===== src/rtl/vec_max_diff.sv =====
// Convergence measure: streams two vectors and returns the saturated
// maximum absolute element-wise difference with a one-cycle done pulse.
module vec_max_diff #(
    parameter int N  = 4,
    parameter int W  = 8,
    parameter int AW = 2
) (
    input  logic          clk,
    input  logic          reset,
    input  logic          start_diff,
    output logic          rd_en,
    output logic [AW-1:0] rd_addr,
    input  logic [W-1:0]  v_old_data,
    input  logic [W-1:0]  v_new_data,
    output logic [3:0]    max_d,
    output logic          diff_done,
    output logic          busy
);

    typedef enum logic [1:0] {IDLE, READ, DRAIN, DONE} state_t;

    localparam logic [AW-1:0] LAST = AW'(N - 1);

    state_t        state_q, state_d;
    logic [AW-1:0] cnt_q, cnt_d;
    logic          vld_q, vld_d;
    logic [W-1:0]  run_q, run_d;
    logic [3:0]    max_d_q, max_d_d;

    logic signed [W:0] diff;
    logic [W:0]        diff_abs;
    logic [W-1:0]      mag;
    logic [W-1:0]      run_nxt;

    always_ff @(posedge clk) begin
        if (reset) begin
            state_q <= IDLE;
            cnt_q   <= '0;
            vld_q   <= 1'b0;
            run_q   <= '0;
            max_d_q <= '0;
        end else begin
            state_q <= state_d;
            cnt_q   <= cnt_d;
            vld_q   <= vld_d;
            run_q   <= run_d;
            max_d_q <= max_d_d;
        end
    end

    always_comb begin
        state_d = state_q;
        unique case (state_q)
            IDLE:    if (start_diff) state_d = READ;
            READ:    if (cnt_q == LAST) state_d = DRAIN;
            DRAIN:   state_d = DONE;
            DONE:    state_d = IDLE;
            default: state_d = IDLE;
        endcase
    end

    // |new - old| always fits in W unsigned bits once computed at W+1.
    always_comb begin
        diff     = $signed({v_new_data[W-1], v_new_data})
                 - $signed({v_old_data[W-1], v_old_data});
        diff_abs = diff[W] ? (W+1)'(-diff) : (W+1)'(diff);
        mag      = diff_abs[W-1:0];
        run_nxt  = (vld_q && (mag > run_q)) ? mag : run_q;
    end

    always_comb begin
        cnt_d   = cnt_q;
        run_d   = run_nxt;
        vld_d   = rd_en;
        max_d_d = max_d_q;
        if (state_q == IDLE && start_diff) begin
            cnt_d = '0;
            run_d = '0;
        end
        if (state_q == READ && cnt_q != LAST) begin
            cnt_d = cnt_q + 1'b1;
        end
        // The last element is consumed in DRAIN, so fold it in here.
        if (state_q == DRAIN) begin
            max_d_d = (run_nxt > W'(15)) ? 4'd15 : run_nxt[3:0];
        end
    end

    always_comb begin
        rd_en     = (state_q == READ);
        busy      = (state_q != IDLE);
        diff_done = (state_q == DONE);
        rd_addr   = cnt_q;
        max_d     = max_d_q;
    end

endmodule


===== config.mk =====
export PLATFORM = sky130hd
export DESIGN_NAME = vec_max_diff
export DESIGN_NICKNAME = d
export VERILOG_FILES = /design/src/rtl/vec_max_diff.sv
export SDC_FILE = /design/constraint.sdc
export NUM_CORES = 1
export LEC_CHECK = 0
export CORE_AREA = 2 2 68 54
export CTS_BUF_LIST = sky130_fd_sc_hd__clkbuf_16
export CTS_CLUSTER_SIZE = 25
export DETAILED_ROUTE_END_ITERATION = 8
export DIE_AREA = 0 0 70 56
export PLACE_DENSITY = 0.77
export SETUP_SLACK_MARGIN = 0.5
export SLEW_MARGIN = 30
export SYNTH_ARGS = -nofsm -noshare
export SYNTH_HDL_FRONTEND = slang
export SYNTH_SLANG_ARGS = --single-unit

===== constraint.sdc =====
create_clock -name clk -period 7.68 [get_ports clk]
set_input_delay 1.536 -clock clk [delete_from_list [all_inputs] [get_ports clk]]
set_output_delay 1.536 -clock clk [all_outputs]
set_load 0.01 [all_outputs]

; Word-level counts from Yosys, hierarchy flattened
; Cells that the tools add are included.
[op_classes]
add_sub_neg = 3
magnitude_cmp = 2
eq_ne = 7
muxes = 8
n_reduce_logical = 8
[op_table]
columns = operator, n
row1 = 2-to-1 mux 8 bit, 2
row2 = subtractor 8 x 8 -> 9 bit, 1
row3 = "greater-than comparator 8 x 4 -> 1 bit, second input constant", 1
row4 = greater-than comparator 8 bit, 1
row5 = 2-to-1 mux 2 bit, 4
row6 = negator 8 bit, 1
row7 = case mux 2 bit (4 select lines), 1
row8 = "== test 2 bit, second input constant", 3
row9 = 2-to-1 mux 4 bit, 1
row10 = "inequality test 2 bit, second input constant", 2
row11 = nonzero test 2 bit, 2
row12 = logical AND 1 bit, 3
row13 = "adder 2 x 1 -> 2 bit, second input constant", 1
row14 = "== test 2 x 1 -> 1 bit, second input constant", 1
row15 = logical NOT 2 bit, 1
row16 = "inequality test 2 x 1 -> 1 bit, second input constant", 1
row17 = AND reduction 2 bit, 1
row18 = OR reduction 2 bit, 1
[word_totals]
regBits = 17
in_bits = 19
output_inout_bits = 9
elab_cells = 33

; Longest topological paths before layout
; Gate-level depths: netlist of the first run.
[depth]
ltp_word = 8
ltp_mapped = 18
depth_no_buf = 18

; Least setup slack after synthesis of the first run
; Ideal clock, no wire load.
[synth_timing]
path_kind = input -> register
startpoint = in v_new_data[0]
endpoint = reg max_d_q[0], in the netlist max_d[0]
setup_ns = 0.133
t_arrival_ns = 5.219
required_ns = 7.547
slack_ns = 2.327
stages = 18
path_cell_list = inv_1 > ha_1 > fa_1 > nand2b_1 > a21oi_1 > xor2_1 > a2111oi_0 > mux2_2 > or2_2 > xor2_1 > ha_1 > nand4_1 > o21ai_0 > o21ba_2 > clkbuf_1 > o2111ai_1 > o211ai_2 > a311oi_1
[synth_via]
elab_chain_len = 8
[synth_rtl]
columns = element, line_no
row1 = from (decl), 14  ; input logic [W-1:0] v_new_data,
row2 = subtractor 8 x 8 -> 9 bit (*), 65  ; - $signed({v_old_data[W-1], v_old_data});
row3 = negator 8 bit, 66  ; diff_abs = diff[W] ? (W+1)'(-diff) : (W+1)'(diff);
row4 = 2-to-1 mux 8 bit (*), 66
row5 = greater-than comparator 8 bit, 68  ; run_nxt = (vld_q && (mag > run_q)) ? mag : run_q;
row6 = logical AND 1 bit, 68
row7 = 2-to-1 mux 8 bit (*), 68
row8 = greater-than comparator 8 x 4 -> 1 bit, 85  ; max_d_d = (run_nxt > W'(15)) ? 4'd15 : run_nxt[3:0];
row9 = 2-to-1 mux 4 bit (*), 85
row10 = to (signal assigned), 47  ; max_d_q <= max_d_d;
row11 = to (decl), 28  ; logic [3:0] max_d_q, max_d_d;
; Every way passes the cells marked *; elsewhere a longest branch is shown, timed or not.
; A chain may end at the register's enable or synchronous reset.

; Worst setup path after layout of the first run
[layout_timing]
startpoint = in v_new_data[0]
endpoint = reg max_d_q[2], in the netlist max_d[2]
; Same word-level chain as after synthesis.

==> metrics.csv, run 1 <==
metric;value;unit
met3 Usage GRT;0.0453;
post-route setup slack;1.45;ns
worst r2r dst;max_d[2]$_SDFFE_PP0P_;
dpl ws;1.20;ns
Routability Congestion;0.829;
FF/Latch Area;340;sq um
cell family with most CP delay;compound AO/OA/AOI/OAI gates;
number of global-route vias before repair;1365;
flop-to-flop setup slack;5.28;ns
Total GRT Usage;0.182;
Pre-antenna DRT Iters;5;
clk sinks;17;
# hold bufs at CTS;0;
Pleak;0.882;nW
unrepaired setup endpoints after global routing;no;
post-synth top area cell;dfxtp_1;
worst hold-check path type;flop to flop;
CP arrival;6.34;ns
final wirelength;3.27;mm
worst hold path cell count;2;
Final Critical Period;6.23;ns
outcome;completed;
Core Box Area;3200;sq um
fmax;160;MHz
DR iter-0 viols;80;
Longest Clk Path Bufs;2;
htree depth;1;
Worst Path Required;7.79;ns
Critical Path, Cell by Cell;clkdlybuf4s50_1 > inv_1 > ha_1 > fa_1 > nand2b_1 > a21oi_1 > xor2_1 > a2111oi_0 > mux2_2 > or2_2 > xor2_1 > ha_1 > nand4_1 > o21ai_0 > o21ba_2 > inv_1 > or3_1 > o211ai_2 > a311oi_1;
Post-Syn Area;1640;sq um
Netlist cell types;53;
largest net degree at the start of global routing;14;
row count;18;
Slew headroom;0.415;
Ys Warns;0;
Slew Viols, Final;0;
slowest stage cell, crit path;fa_1;
Die ar.;3920;sq um
final setup TNS;0;ns
CTS tree;yes;
CP peak stage delay;0.49;ns
clock skew;0.00343;ns
utilization after layout;0.628;
drc violations;0;
Clk Latency, worst-skew pair;0.24;ns
Avg Cell Area, Syn;8.18;sq um
first-pass GRT wire length;6.00;mm
WL per Instance;12.2;microns
antenna-violating nets left;0;
final setup fails;0;
PD cells;257;nW/um^2
crit path launch type;input port;
top_reg_cell synth;dfxtp_1;
Syn Nets;243;
fin crit share;0.812;
M1 GR Usage;0.279;
MaxCap Viol Count;0;
Initial Utilization;0.511;
area delta synth->final;22.8;%
Final nets;271;
met2 usage;0.261;
Overflow after GRT;0;
detailed placement HPWL;2.72;mm
layout cells sized above 1;0.0661;
Fillers;295;
kind of critical path;input port to flop;
TritonCTS buffer count;3;
CP max FO;13;
area taken by multi-input logic gates;1170;sq um
Post CTS Setup Buffer Count;0;
worst path bufs/invs;3;
CP Capture Point;max_d[2]$_SDFFE_PP0P_;
Ant. Diodes;0;
root buf cell;clkbuf_16;
gr busiest metal;met1;
hold slack;0.483;ns
fraction of registers with async set/reset;0;
Hold Vio Cnt, Final;0;
die height;56;microns
CP Launch Point;v_new_data[0];
sequential share of the synthesized area;0.208;
reg2reg start;run_q[1]$_SDFF_PP0_;
register bit count reported by yosys;17;
# resized after CTS;0;
initial antenna violation count;0;
CTS clk-pin slew, worst paths;0.05;ns
cells after synthesis;200;
maximum vdd drop;0.214;mV
Worst setup EP type;flop;
r2r worst-path depth;10;
DR vias/cell;5.39;
I/O pin count;28;
die width;70;microns
WP depth;19;
Synth top area share;0.208;
via count;1440;
Least-Margin Pin Slew;0.869;ns
Port Buffers;27;
Post-synth EDFFs;0;
Synth area leaders;dfxtp_1, ha_1, inv_1;
[per-layer routing]
metal  wire length [microns]  share of wire  vias up
met4                      10         0.0031        0
met2                    1330           0.41       23
li1                        -              -      766
met1                    1770           0.54      649
met5                       0              0        -
met3                     163          0.050        2
[how the worst min path moves through the flow]
stage / from / endpoint
floorplan: run_q[6]$_SDFF_PP0_ / run_q[6]$_SDFF_PP0_
detailed placement: run_q[6]$_SDFF_PP0_ / run_q[6]$_SDFF_PP0_
CTS: max_d[2]$_SDFFE_PP0P_ / max_d[2]$_SDFFE_PP0P_
finish: max_d[2]$_SDFFE_PP0P_ / max_d[2]$_SDFFE_PP0P_
global route: run_q[6]$_SDFF_PP0_ / run_q[6]$_SDFF_PP0_
global placement: max_d[3]$_SDFFE_PP0P_ / max_d[3]$_SDFFE_PP0P_
[report_power, final]
part	internal, W	switching (W)	total, W	leakage (nW)
registers	0.000112	0.0000164	0.000128	0.138
clock network	0.0000690	0.0000321	0.000101	0.0423
logic	0.000137	0.000149	0.000286	0.701
[per-stage QoR]
stage               area, sq um  total power [W]  std cells
finish                     2010         0.000515        267
CTS                        2010         0.000518        267
global route               2010         0.000563        267
floorplan                  1640         0.000329        200
detailed placement         1930         0.000415        263
global placement           1930         0.000413        263
[worst reg2reg max path, stage by stage, from the launching register on]
cell,delay (ns)
dfxtp_1,0.34
inv_1,0.05
ha_1,0.28
nor2b_1,0.13
o211ai_1,0.10
a21oi_1,0.14
o21ba_2,0.32
inv_1,0.19
or3_1,0.35
o211ai_2,0.23
a311oi_1,0.13
[final cells by class]
class / count / share of cell area
multi-input combinational: 152 / 0.581
clock inverter: 1 / 0.00187
clock buffer: 3 / 0.0374
sequential: 17 / 0.169
inverter: 27 / 0.0505
tap: 40 / 0.0249
timing repair buffer: 27 / 0.135
[synthesized netlist by cell type (2+ instances only)]
| master | instances |
|---|---|
| nand2b_1 | 5 |
| o31ai_1 | 4 |
| o21ai_0 | 9 |
| inv_1 | 27 |
| o2111ai_1 | 2 |
| clkbuf_1 | 2 |
| nor2_1 | 16 |
| xnor2_1 | 3 |
| xor2_1 | 5 |
| a211oi_1 | 2 |
| or3_1 | 3 |
| nand2_1 | 13 |
| ha_1 | 23 |
| nand4b_1 | 2 |
| a311oi_1 | 4 |
| nand3_1 | 2 |
| o211a_1 | 4 |
| mux2i_1 | 5 |
| dfxtp_1 | 17 |
| nand4_1 | 2 |
| a21oi_1 | 13 |
| or2_2 | 2 |
| nor2b_1 | 5 |
[sequential cells by signal (all words and copies together), names as in the netlist]
register / flops
state_q: 2
rd_addr: 2
vld_q: 1
run_q: 8
max_d: 4
[layout by cell type, fill, tap and decap left out, types with 3 or more instances in the layout]
cell type	count
nor2_1	16
clkdlybuf4s50_1	27
mux2i_1	5
or3_1	3
xor2_1	5
nand2b_1	5
inv_1	28
nor2b_1	5
o31ai_1	4
o211a_1	4
ha_1	23
clkbuf_16	3
a21oi_1	13
o21ai_0	9
nand2_1	13
a311oi_1	4
dfxtp_1	17
xnor2_1	3
[kinds of logic (layout without fill, tap and decap cells)]
family,count (synthesis),in the layout,share of synthesized area
buf+inv,31,58,0.0780
flops,17,17,0.208
mux,6,6,0.0375
xor+xnor,8,8,0.0428
fa+ha+maj,24,24,0.188
simple gates,59,59,0.200
compound gates,55,55,0.246
No activity file was read; power rests on OpenSTA's default activity.
==> run 2: changes to the inputs <==
- CORE_AREA: 2 2 68 54 -> 2 2 71 56
- DIE_AREA: 0 0 70 56 -> 0 0 73 58
- PLACE_DENSITY: 0.77 -> 0.74
- clock period: 7.68 -> 5.6 ns (I/O delays scaled with it)
==> metrics.csv, run 2 (synthesis gave the netlist of run 1 again) <==
metric;value;unit
Longest Clk Path Bufs;2;
Worst setup EP type;flop;
outcome;completed;
worst hold-check path type;flop to flop;
most frequent cells in the layout;inv_1, buf_4, clkdlybuf4s50_1;
largest reg by FF count;run_q;
layout cells sized above 1;0.290;
flop-to-flop setup slack;3.24;ns
final setup TNS;0;ns
kind of critical path;input port to flop;
number of flip-flops under the largest register name;8;
Least-Margin Pin Slew;0.531;ns
hold endpoint;max_d[1]$_SDFFE_PP0P_;
largest net degree at the start of global routing;12;
Total GRT Usage;0.203;
worst hold path cell count;2;
PD cells;341;nW/um^2
Core Box Area;3540;sq um
antenna-violating nets left;0;
Post-DP Area;2030;sq um
Slew headroom;0.646;
area delta synth->final;51.2;%
CP max FO;4;
detailed placement HPWL;2.89;mm
fmax;202;MHz
Initial Utilization;0.462;
die height;58;microns
# hold bufs at CTS;0;
CP arrival;5.07;ns
DR vias/cell;5.57;
final wirelength;4.70;mm
Placed Cells;278;
Final Critical Period;4.95;ns
Worst Path Required;5.72;ns
Ant. Diodes;0;
first-pass GRT wire length;6.69;mm
initial antenna violation count;0;
crit path launch type;input port;
Die ar.;4230;sq um
clk sinks;17;
maximum vdd drop;0.264;mV
I/O pin count;28;
Slew Viols, Final;0;
clock skew;0.00297;ns
DR iter-0 viols;133;
row count;19;
MaxCap Viol Count;0;
WL per Instance;16.0;microns
commonest non-fill, non-tap cell in the layout;inv_1;
Routability Congestion;0.919;
design area;2470;sq um
number of global-route vias before repair;1478;
Port Buffers;27;
CTS clk-pin slew, worst paths;0.05;ns
drc violations;0;
worst r2r dst;max_d[2]$_SDFFE_PP0P_;
min-delay src;max_d[1]$_SDFFE_PP0P_;
fin crit share;0.884;
Hold Vio Cnt, Final;0;
Pwr Total;0.000843;W
Clk Latency, worst-skew pair;0.25;ns
Fillers;242;
final std cells w/o fill;294;
Final nets;296;
die width;73;microns
htree depth;1;
root buf cell;clkbuf_16;
final setup fails;0;
unrepaired setup endpoints after global routing;no;
r2r worst-path depth;10;
TritonCTS buffer count;3;
via count;1638;
Overflow after GRT;0;
Pleak;1.08;nW
CTS tree;yes;
reg2reg start;run_q[1]$_SDFF_PP0_;
Pre-antenna DRT Iters;4;
[run 2: cell types whose count changed in the layout (fill, tap and decap cells not counted), moves of 4 or more]
cell / change
ha_4: +7
inv_1: -5
ha_1: -7
inv_2: +4
clkdlybuf4s50_1: -7
buf_4: +22
[run 2: area by class of cell]
cell class	count	area (sq um)	share of cell area
Multi-Input combinational cell	152	1430	0.577
Timing Repair Buffer	52	469	0.190
Sequential cell	17	340	0.138
Inverter	27	104	0.0420
Clock buffer	3	75.1	0.0304
Tap cell	42	52.6	0.0213
Clock inverter	1	3.75	0.00152
[run 2: report_power, final]
group / leakage, nW / switching (W) / total (W) / internal, W
clock network: 0.0423 / 0.0000480 / 0.000143 / 0.0000949
registers: 0.138 / 0.0000226 / 0.000176 / 0.000153
logic: 0.896 / 0.000271 / 0.000524 / 0.000253
total: 1.08 / 0.000342 / 0.000843 / 0.000501
[run 2: per-stage QoR]
stage | hold WS (ns) | utilization | setup WS (ns)
final | 0.503 | 0.698 | 0.649
after global placement | 0.477 | 0.573 | 0.0424
after detailed placement | 0.483 | 0.573 | -0.126
after floorplan | 0.452 | - | 0.663
after global routing | 0.510 | 0.698 | 0.540
after CTS | 0.499 | 0.657 | 0.545
[run 2: worst max-delay path by stage]
stage | start | to | cells after the start
3_3_place_gp | v_new_data[0] | max_d[2]$_SDFFE_PP0P_ | 19
2_1_floorplan | v_new_data[0] | max_d[0]$_SDFFE_PP0P_ | 18
3_5_place_dp | v_new_data[0] | max_d[1]$_SDFFE_PP0P_ | 19
5_1_grt | v_new_data[1] | max_d[0]$_SDFFE_PP0P_ | 17
4_1_cts | v_old_data[3] | max_d[3]$_SDFFE_PP0P_ | 18
6_report | v_old_data[4] | max_d[2]$_SDFFE_PP0P_ | 17
[run 2: worst max-delay path: stages]
cell and delay [ns]:
clkdlybuf4s50_1 0.46, inv_1 0.06, ha_4 0.28, o2111ai_2 0.17
a31o_4 0.28, a2111oi_4 0.32, mux2_4 0.34, or2_4 0.27
xor2_2 0.17, ha_4 0.30, nand4_1 0.14, o21ai_1 0.16
o21ba_4 0.19, or3_1 0.35, o41a_1 0.15, nor2b_4 0.17
a311oi_1 0.10
[run 2: timing repair]
action                                  in CTS  in global routing
endpoints found under the setup margin       5                  4
setup buffers                                6                  6
pin swaps                                   16                 21
gates resized for setup                     37                 24
[run 2: routing by layer]
layer  up-vias  part of all wire  track usage
li1        812                 -            -
met1       770              0.47        0.283
met2        48              0.47        0.314
met3         8             0.045       0.0661
met4         0            0.0081       0.0317
met5         -                 0            0
